`src/rtl/brg_vvadd_xcel_network_rx.sv`:
```
// Slave-side network interface of the VVADD accelerator.
// Decodes endpoint loads/stores into a small CSR file and returns one response per request.
// It also sequences the accelerator core IDLE -> BUSY -> IDLE.
// Optional macro BRG_VVADD_XCEL_RX_PERF_EN adds a busy-cycle counter at CSR index 7.
module brg_vvadd_xcel_network_rx #(
  parameter int unsigned data_width_p   = 32,
  parameter int unsigned addr_width_p   = 28,
  parameter int unsigned x_cord_width_p = 4,
  parameter int unsigned y_cord_width_p = 5
) (
  input  logic                        clk_i,
  input  logic                        reset_n_i,
  input  logic                        in_v_i,
  input  logic [data_width_p-1:0]     in_data_i,
  input  logic [data_width_p/8-1:0]   in_mask_i,
  input  logic [addr_width_p-1:0]     in_addr_i,
  input  logic                        in_we_i,
  input  logic [x_cord_width_p-1:0]   in_src_x_cord_i,
  input  logic [y_cord_width_p-1:0]   in_src_y_cord_i,
  output logic                        in_yumi_o,
  output logic                        returning_v_o,
  output logic [data_width_p-1:0]     returning_data_o,
  output logic                        xcel_start_o,
  input  logic                        xcel_done_i,
  output logic [addr_width_p-1:0]     cfg_a_addr_o,
  output logic [addr_width_p-1:0]     cfg_b_addr_o,
  output logic [addr_width_p-1:0]     cfg_c_addr_o,
  output logic [data_width_p-1:0]     cfg_len_o,
  output logic [addr_width_p-1:0]     cfg_signal_addr_o
);

  localparam int unsigned IDX_W = 3;

  typedef enum logic {
    ST_IDLE = 1'b0,
    ST_BUSY = 1'b1
  } state_e;

  state_e                    r_state;
  state_e                    w_state_nxt;

  logic [addr_width_p-1:0]   r_a_addr;
  logic [addr_width_p-1:0]   r_b_addr;
  logic [addr_width_p-1:0]   r_c_addr;
  logic [data_width_p-1:0]   r_len;
  logic [addr_width_p-1:0]   r_sig_addr;
  logic                      r_err;
  logic [data_width_p-1:0]   r_done_cnt;
  logic                      r_ret_v;
  logic [data_width_p-1:0]   r_ret_data;
  logic                      r_start;

  logic [addr_width_p-1:0]   w_a_addr_nxt;
  logic [addr_width_p-1:0]   w_b_addr_nxt;
  logic [addr_width_p-1:0]   w_c_addr_nxt;
  logic [data_width_p-1:0]   w_len_nxt;
  logic [addr_width_p-1:0]   w_sig_addr_nxt;
  logic                      w_err_nxt;
  logic [data_width_p-1:0]   w_done_cnt_nxt;
  logic [data_width_p-1:0]   w_ret_data_nxt;
  logic                      w_start_nxt;
  logic                      w_go;

`ifdef BRG_VVADD_XCEL_RX_PERF_EN
  logic [data_width_p-1:0]   r_busy_cycles;
  logic [data_width_p-1:0]   w_busy_cycles_nxt;
`endif

  logic [IDX_W-1:0]          w_idx;
  logic                      w_oor;
  logic                      w_busy;
  logic                      w_full_mask;
  logic                      w_unused_ok;

  assign w_idx       = in_addr_i[IDX_W-1:0];
  assign w_oor       = |in_addr_i[addr_width_p-1:IDX_W];
  assign w_busy      = (r_state == ST_BUSY);
  assign w_full_mask = &in_mask_i;
  // Requester coordinates are carried for tracing only.
  assign w_unused_ok = ^{in_src_x_cord_i, in_src_y_cord_i};

  // No backpressure: every valid request is consumed; held low while in reset.
  assign in_yumi_o         = in_v_i & reset_n_i;
  assign returning_v_o     = r_ret_v;
  assign returning_data_o  = r_ret_data;
  assign xcel_start_o      = r_start;
  assign cfg_a_addr_o      = r_a_addr;
  assign cfg_b_addr_o      = r_b_addr;
  assign cfg_c_addr_o      = r_c_addr;
  assign cfg_len_o         = r_len;
  assign cfg_signal_addr_o = r_sig_addr;

  // FSM state register.
  always_ff @(posedge clk_i or negedge reset_n_i) begin
    if (!reset_n_i) begin
      r_state <= ST_IDLE;
    end else begin
      r_state <= w_state_nxt;
    end
  end

  // Next-state, CSR update and response decode; all decisions use pre-update state.
  always_comb begin
    w_state_nxt    = r_state;
    w_a_addr_nxt   = r_a_addr;
    w_b_addr_nxt   = r_b_addr;
    w_c_addr_nxt   = r_c_addr;
    w_len_nxt      = r_len;
    w_sig_addr_nxt = r_sig_addr;
    w_err_nxt      = r_err;
    w_done_cnt_nxt = r_done_cnt;
    w_ret_data_nxt = '0;
    w_start_nxt    = 1'b0;
    w_go           = 1'b0;
`ifdef BRG_VVADD_XCEL_RX_PERF_EN
    w_busy_cycles_nxt = w_busy ? (r_busy_cycles + data_width_p'(1)) : r_busy_cycles;
`endif

    if (in_v_i && !in_we_i) begin
      // Loads: out-of-range addresses read as zero.
      if (!w_oor) begin
        unique case (w_idx)
          3'd0:    w_ret_data_nxt = data_width_p'(r_a_addr);
          3'd1:    w_ret_data_nxt = data_width_p'(r_b_addr);
          3'd2:    w_ret_data_nxt = data_width_p'(r_c_addr);
          3'd3:    w_ret_data_nxt = r_len;
          3'd4:    w_ret_data_nxt = data_width_p'(r_sig_addr);
          3'd5:    w_ret_data_nxt = data_width_p'({r_err, w_busy});
          3'd6:    w_ret_data_nxt = r_done_cnt;
          default: begin
`ifdef BRG_VVADD_XCEL_RX_PERF_EN
            w_ret_data_nxt = r_busy_cycles;
`else
            w_ret_data_nxt = '0;
`endif
          end
        endcase
      end
    end else if (in_v_i && in_we_i) begin
      // Stores: config CSRs are only writable when idle with a full mask.
      if (w_oor) begin
        w_err_nxt = 1'b1;
      end else begin
        unique case (w_idx)
          3'd0, 3'd1, 3'd2, 3'd3, 3'd4: begin
            if (!w_busy && w_full_mask) begin
              unique case (w_idx)
                3'd0:    w_a_addr_nxt   = in_data_i[addr_width_p-1:0];
                3'd1:    w_b_addr_nxt   = in_data_i[addr_width_p-1:0];
                3'd2:    w_c_addr_nxt   = in_data_i[addr_width_p-1:0];
                3'd3:    w_len_nxt      = in_data_i;
                default: w_sig_addr_nxt = in_data_i[addr_width_p-1:0];
              endcase
            end else begin
              w_err_nxt = 1'b1;
            end
          end
          3'd5: begin
            if (in_data_i[1]) begin
              w_err_nxt = 1'b0;
            end
            if (in_data_i[0]) begin
              if (w_busy) begin
                w_err_nxt = 1'b1;
              end else begin
                w_go = 1'b1;
              end
            end
          end
          3'd6: w_done_cnt_nxt = '0;
          default: begin
`ifdef BRG_VVADD_XCEL_RX_PERF_EN
            w_busy_cycles_nxt = '0;
`else
            w_err_nxt = 1'b1;
`endif
          end
        endcase
      end
    end

    // A go with zero length completes immediately without waking the core.
    if (w_go) begin
`ifdef BRG_VVADD_XCEL_RX_PERF_EN
      w_busy_cycles_nxt = '0;
`endif
      if (r_len != '0) begin
        w_start_nxt = 1'b1;
        w_state_nxt = ST_BUSY;
      end else begin
        w_done_cnt_nxt = w_done_cnt_nxt + data_width_p'(1);
      end
    end

    // Core completion; a stray done while idle is flagged.
    if (xcel_done_i) begin
      if (w_busy) begin
        w_state_nxt    = ST_IDLE;
        w_done_cnt_nxt = w_done_cnt_nxt + data_width_p'(1);
      end else begin
        w_err_nxt = 1'b1;
      end
    end
  end

  // CSR file, counters and registered response/start outputs.
  always_ff @(posedge clk_i or negedge reset_n_i) begin
    if (!reset_n_i) begin
      r_a_addr   <= '0;
      r_b_addr   <= '0;
      r_c_addr   <= '0;
      r_len      <= '0;
      r_sig_addr <= '0;
      r_err      <= 1'b0;
      r_done_cnt <= '0;
      r_ret_v    <= 1'b0;
      r_ret_data <= '0;
      r_start    <= 1'b0;
    end else begin
      r_a_addr   <= w_a_addr_nxt;
      r_b_addr   <= w_b_addr_nxt;
      r_c_addr   <= w_c_addr_nxt;
      r_len      <= w_len_nxt;
      r_sig_addr <= w_sig_addr_nxt;
      r_err      <= w_err_nxt;
      r_done_cnt <= w_done_cnt_nxt;
      r_ret_v    <= in_v_i;
      r_ret_data <= w_ret_data_nxt;
      r_start    <= w_start_nxt;
    end
  end

`ifdef BRG_VVADD_XCEL_RX_PERF_EN
  // Busy-cycle performance counter.
  always_ff @(posedge clk_i or negedge reset_n_i) begin
    if (!reset_n_i) begin
      r_busy_cycles <= '0;
    end else begin
      r_busy_cycles <= w_busy_cycles_nxt;
    end
  end
`endif

endmodule

```
`config.mk`:
```
export PLATFORM = sky130hd
export DESIGN_NAME = brg_vvadd_xcel_network_rx
export DESIGN_NICKNAME = d
export VERILOG_FILES = /design/src/rtl/brg_vvadd_xcel_network_rx.sv
export SDC_FILE = /design/constraint.sdc
export NUM_CORES = 1
export LEC_CHECK = 0
export ABC_AREA = 1
export CAP_MARGIN = 40
export CELL_PAD_IN_SITES_DETAIL_PLACEMENT = 1
export CELL_PAD_IN_SITES_GLOBAL_PLACEMENT = 2
export CORE_UTILIZATION = 29
export DETAILED_ROUTE_END_ITERATION = 10
export PLACE_DENSITY = 0.88
export SYNTH_ARGS = -nofsm -noshare
export SYNTH_HDL_FRONTEND = slang
export SYNTH_SLANG_ARGS = --single-unit
export TNS_END_PERCENT = 100
```
`constraint.sdc`:
```
create_clock -name clk_i -period 3.3 [get_ports clk_i]
set_input_delay 0.66 -clock clk_i [delete_from_list [all_inputs] [get_ports clk_i]]
set_output_delay 0.66 -clock clk_i [all_outputs]
set_load 0.005 [all_outputs]
```
; ---- Word-level counts from Yosys, hierarchy flattened
; Index checks and enable logic that the tools add are counted.
[word_totals]
inputBits = 78
reg_bits = 212
wordCells = 72
output_inout_bits = 179
[op_classes]
bitwise = 4
n_mux = 33
add_sub_neg = 2
eq_ne = 6
n_reduce_logical = 16
[ops]
columns = op, count
row1 = $mux W32, 10
row2 = $pmux W32 S7, 1
row3 = $add A32 B1 Y32 const B, 2
row4 = $reduce_bool A32 Y1, 1
row5 = $reduce_and A6 Y1, 5
row6 = $reduce_or A25 Y1, 1
row7 = $mux W1, 21
row8 = $eq A3 B3 Y1 const B, 3
row9 = $eq A3 B2 Y1 const B, 2
row10 = $reduce_or A5 Y1, 1
row11 = $reduce_and A4 Y1, 1
row12 = $reduce_or A4 Y1, 1
row13 = $eq A3 B1 Y1 const B, 1
row14 = $logic_and A1 B1 Y1, 3
row15 = $logic_not A3 Y1, 1
row16 = $not A1 Y1, 3
row17 = $pmux W1 S3, 1
row18 = $logic_not A1 Y1, 2
row19 = $and A1 B1 Y1, 1

; ---- Longest topological paths before layout
[logic_depth]
ltp_word = 11
depth_mapped = 25
ltp_nobuf = 24

; ---- Worst setup path after synthesis
; Ideal clock, no wire load.
[synth_path]
path_type = input to register
start = in in_addr_i[10]
end = reg r_done_cnt[23]
setup_ns = 0.123
arrival_ns = 2.991
path_buffers = 1
t_required_ns = 3.177
path_stages = 23
setup_slack_ns = 0.186
cell_sequence = nor2_1 nand2_1 nor2_1 nand2_1 nor2_4 nand3_2 buf_6 nand2_1 inv_1 ha_1 inv_1 nor3_4 nand2_1 nand2_1 nand2_1 nand2_1 nor2_4 nand3_2 nor2_4 nand3_2 nor2_4 nand2_1 xor2_1
[synth_via]
elab_chain_cells = 10
word_cells_on_any_way = 13
cone_classes = 2 x add/sub / 10 x mux / 1 x reduce/logical
[synth_rtl]
columns = item, line
row1 = start: declaration, 16  ; input logic [addr_width_p-1:0] in_addr_i,
row2 = $reduce_or A25 Y1 *, 76  ; assign w_oor = |in_addr_i[addr_width_p-1:IDX_W];
row3 = $mux W32, 141  ; if (w_oor) begin
row4 = $mux W32, 139  ; end else if (in_v_i && in_we_i) begin
row5 = $mux W32, 119  ; if (in_v_i && !in_we_i) begin
row6 = $add A32 B1 Y32, 191  ; w_done_cnt_nxt = w_done_cnt_nxt + data_width_p'(1);
row7 = $mux W32, 187  ; if (r_len != '0) begin
row8 = $mux W32 *, 183  ; if (w_go) begin
row9 = $add A32 B1 Y32, 199  ; w_done_cnt_nxt = w_done_cnt_nxt + data_width_p'(1);
row10 = $mux W32, 197  ; if (w_busy) begin
row11 = $mux W32 *, 196  ; if (xcel_done_i) begin
row12 = via w_done_cnt_nxt[23], 59  ; logic [data_width_p-1:0] w_done_cnt_nxt;
row13 = end signal: assignment, 226  ; r_done_cnt <= w_done_cnt_nxt;
row14 = end: declaration, 48  ; logic [data_width_p-1:0] r_done_cnt;
; The timed path passes the listed nets; every way through them passes the cells marked *.
; A chain may end at the register's enable or synchronous reset.

; ---- Worst setup path in the final report
[layout_path]
start = in in_addr_i[5]
end = reg r_done_cnt[26]
; The elaborated chain is that of the path after synthesis.

==> qor.json <==
{
  "outcome": {"value": "finished clean"},
  "synth.area.top_cells": {"value": "sky130_fd_sc_hd__dfrtp_1 49%, sky130_fd_sc_hd__nand2_1 15%, sky130_fd_sc_hd__o21ai_0 7.0%"},
  "static-leakage-power": {"value": 0.007103, "unit": "µW"},
  "r2r_start": {"value": "cfg_len_o[29]"},
  "place_inst": {"value": 2173},
  "hold_depth": {"value": 2},
  "worstReg2RegEnd": {"value": "r_done_cnt[26]"},
  "final_net_count": {"value": 1821},
  "postSynth.asyncResetShare": {"value": 1.000},
  "firstDrtPassIters": {"value": 7},
  "cts.sink_count": {"value": 212},
  "pwr_density_cell": {"value": 356.3, "unit": "mW/mm²"},
  "initial_utilization": {"value": 0.2951},
  "synth.cell_area": {"value": 0.01080, "unit": "mm²"},
  "setup-violations-final": {"value": 0},
  "maximum_fanout_count_along_the_critical_path": {"value": 17},
  "synth.distinct_cells": {"value": 39},
  "synth_edf_count": {"value": 0},
  "diodes": {"value": 0},
  "place.port_buffers": {"value": 247},
  "synth_seq_area_share": {"value": 0.4911},
  "post_synth.cell_area_avg": {"value": 7.828, "unit": "µm²"},
  "worst-slew-pin-transition": {"value": 0.9846, "unit": "ns"},
  "final.min_clock_period": {"value": 3.138, "unit": "ns"},
  "rrSetupSlack": {"value": 0.29, "unit": "ns"},
  "floorplan.core_area": {"value": 0.03661, "unit": "mm²"},
  "critPathRequiredTime": {"value": 3.72, "unit": "ns"},
  "layout-drive-gt1-share": {"value": 0.1689},
  "pin_count": {"value": 257},
  "post_synthesis_register_bit_count": {"value": 212},
  "synthesis.instances": {"value": 1380},
  "cts_root_buf": {"value": "sky130_fd_sc_hd__clkbuf_16"},
  "drt-wirelength-per-cell": {"value": 19.89, "unit": "µm"},
  "max-clock-path-buffers": {"value": 3},
  "initial_antenna_violation_count": {"value": 0},
  "htree_levels": {"value": 1},
  "grt_pass1_vias": {"value": 11620},
  "cts_buffers": {"value": 25},
  "hold_viol_final": {"value": 0},
  "fp.dieH": {"value": 195.0, "unit": "µm"},
  "mappedNetlistNets": {"value": 1460},
  "ys_dominant_reg_cell": {"value": "sky130_fd_sc_hd__dfrtp_1"},
  "ir_drop": {"value": 0.2689, "unit": "mV"},
  "highest_clock_rate": {"value": 318.7, "unit": "MHz"},
  "timing.max_slew.rel_slack": {"value": 0.3436},
  "timing.final.max_slew_violations": {"value": 0},
  "hpwl": {"value": 32.55, "unit": "mm"},
  "dr_total_vias": {"value": 11220},
  "syn_to_final_growth": {"value": 47.04, "unit": "%"},
  "track_usage": {"value": 0.2302},
  "yosysWarnings": {"value": 0},
  "timing.critical_path.to_type": {"value": "flop"},
  "layout.filler_cells": {"value": 4356},
  "critical_path.startpoint": {"value": "in_addr_i[5]"},
  "synth_largest_type_area_fraction": {"value": 0.4911},
  "critPathKind": {"value": "primary input to flop"},
  "drc": {"value": 0},
  "dieArea": {"value": 0.03803, "unit": "mm²"},
  "endpoint": {"value": "r_done_cnt[26]"},
  "period_utilization": {"value": 0.9509},
  "layout_common_cells": {"value": "409 x sky130_fd_sc_hd__nand2_1, 245 x sky130_fd_sc_hd__clkdlybuf4s50_1, 212 x sky130_fd_sc_hd__dfrtp_1"},
  "final.setup_skew": {"value": 0.009724, "unit": "ns"},
  "clk_latency_worst_skew_pair": {"value": 0.53, "unit": "ns"},
  "global_route.overflow_total": {"value": 0},
  "routed_wl": {"value": 44.28, "unit": "mm"},
  "postRouteAntennaNets": {"value": 0},
  "place.gp.congestion": {"value": 0.8716},
  "first_iter_violations": {"value": 765},
  "number_of_vias_per_cell_after_detailed_routing": {"value": 5.042},
  "cp.arrival": {"value": 3.55, "unit": "ns"},
  "floorplan.die.width": {"value": 195.0, "unit": "µm"},
  "grt_setup_unrepaired": {"value": "yes"},
  "most_common_library_cell_in_the_layout_ignoring_fill_and_taps": {"value": "sky130_fd_sc_hd__nand2_1"},
  "min_path_type": {"value": "flop to flop"},
  "maxCapViolations": {"value": 0},
  "path_clk_slew": {"value": 0.06, "unit": "ns"},
  "timing.critical_path.from_type": {"value": "primary input"},
  "grt_max_degree": {"value": 139},
  "first_pass_grt_wire_length": {"value": 68.32, "unit": "mm"},
  "tns": {"value": 0, "unit": "ns"},
  "std_cell_rows": {"value": 70},
  "worstRegToRegCells": {"value": 19},
  "clock_tree_from_tritoncts": {"value": "done"},
  "netlist.top_cell.by_area": {"value": "sky130_fd_sc_hd__dfrtp_1"},
  "final-instance-count-excl-fill": {"value": 2226}
}
repair_timing:
action	CTS	global route
hold buffers	1	0
pin swaps	1	25
gates resized for setup	0	61
hold endpoints to repair	13	0
setup endpoints to repair	2	21
gates cloned	0	1
setup buffers	0	7
cell usage after synthesis (11+ instances only):
| cell type | instances |
|---|---|
| sky130_fd_sc_hd__nand2_1 | 426 |
| sky130_fd_sc_hd__dfrtp_1 | 212 |
| sky130_fd_sc_hd__o21ai_0 | 151 |
| sky130_fd_sc_hd__nor2_1 | 132 |
| sky130_fd_sc_hd__inv_1 | 127 |
| sky130_fd_sc_hd__nand3_1 | 79 |
| sky130_fd_sc_hd__clkbuf_1 | 50 |
| sky130_fd_sc_hd__a221oi_1 | 28 |
| sky130_fd_sc_hd__nand4_1 | 22 |
| sky130_fd_sc_hd__xor2_1 | 20 |
| sky130_fd_sc_hd__a31oi_1 | 16 |
| sky130_fd_sc_hd__inv_2 | 13 |
| sky130_fd_sc_hd__nand3_2 | 11 |
critical path, cell delays in order:
cell and delay (ns):
sky130_fd_sc_hd__clkdlybuf4s50_1 0.43, sky130_fd_sc_hd__nor2_1 0.15, sky130_fd_sc_hd__inv_1 0.06, sky130_fd_sc_hd__nor2_1 0.11, sky130_fd_sc_hd__nand2_2 0.08, sky130_fd_sc_hd__nor2_4 0.12, sky130_fd_sc_hd__nand3_4 0.13, sky130_fd_sc_hd__buf_4 0.18
sky130_fd_sc_hd__clkbuf_16 0.18, sky130_fd_sc_hd__nand2_1 0.10, sky130_fd_sc_hd__nand3_2 0.09, sky130_fd_sc_hd__nand2_2 0.11, sky130_fd_sc_hd__nand3_2 0.13, sky130_fd_sc_hd__nor2_2 0.19, sky130_fd_sc_hd__nand2_2 0.09, sky130_fd_sc_hd__nor2_4 0.11
sky130_fd_sc_hd__nand2_2 0.09, sky130_fd_sc_hd__nor3_4 0.27, sky130_fd_sc_hd__nand3_1 0.12, sky130_fd_sc_hd__nand2_1 0.07, sky130_fd_sc_hd__nand2_1 0.05
kinds of logic after synthesis:
kind of cell,count (synthesis),synth area share
AND/OR/NAND/NOR,712,0.2852
multiplexers,3,0.003127
adder cells (fa/ha/maj),2,0.002316
flip-flops,212,0.4911
XOR/XNOR,24,0.02085
buffers and inverters,199,0.07331
AO/OA/AOI/OAI,228,0.1242
per-stage QoR:
stage	power [µW]	hold slack, ns	area (µm²)	setup WS, ns	util
after floorplan	2704	0.3644	10800	0.1861	-
final	5659	0.5101	15880	0.1622	0.4339
after CTS	5701	0.5174	15600	0.02679	0.4261
after global routing	5826	0.5330	15880	-0.04314	0.4339
after global placement	2909	0.4914	14780	-0.4009	0.4037
after detailed placement	2914	0.5031	14780	-0.5597	0.4037
flip-flops by register name, indices dropped and copies added, names as in the netlist:
signal             cells
cfg_len_o             32
r_done_cnt            32
returning_data_o      32
cfg_a_addr_o          28
cfg_b_addr_o          28
cfg_c_addr_o          28
cfg_signal_addr_o     28
r_err                  1
r_state                1
returning_v_o          1
xcel_start_o           1
where the power goes:
part	switching, µW	internal [µW]	leakage [µW]
Sequential	0.170	2600	0.00295
Combinational	160	105	0.00375
Clock	1130	1660	0.000401
how the worst min path moves through the flow:
stage	to	slack [ns]	from
global route	cfg_c_addr_o[8]	0.53	cfg_c_addr_o[8]
global placement	cfg_b_addr_o[25]	0.49	cfg_b_addr_o[25]
floorplan	cfg_a_addr_o[0]	0.36	reset_n_i
finish	cfg_a_addr_o[5]	0.51	cfg_a_addr_o[5]
CTS	cfg_c_addr_o[8]	0.52	cfg_c_addr_o[8]
detailed placement	cfg_c_addr_o[8]	0.50	cfg_c_addr_o[8]
cell type report:
class / count / area (µm²) / share of cell area
clock buffer: 37 / 720.7 / 0.04537
sequential: 212 / 5305 / 0.3340
timing repair buffer: 392 / 3700 / 0.2329
inverter: 141 / 531.8 / 0.03348
clock inverter: 7 / 92.59 / 0.005829
tap: 468 / 585.6 / 0.03686
multi-input combinational: 969 / 4949 / 0.3115
per-layer routing:
metal  routed length, µm  vias to the layer above  GRT usage  part of all wire
met5                   0                        -          0                 0
met4                 533                        0    0.04637             0.012
met3                2377                       40    0.02763             0.054
met2               22000                      335     0.3937              0.50
met1               19380                     5639     0.3129              0.44
li1                    -                     5210          -                 -
Note: power is estimated with default switching activity, not from simulation.
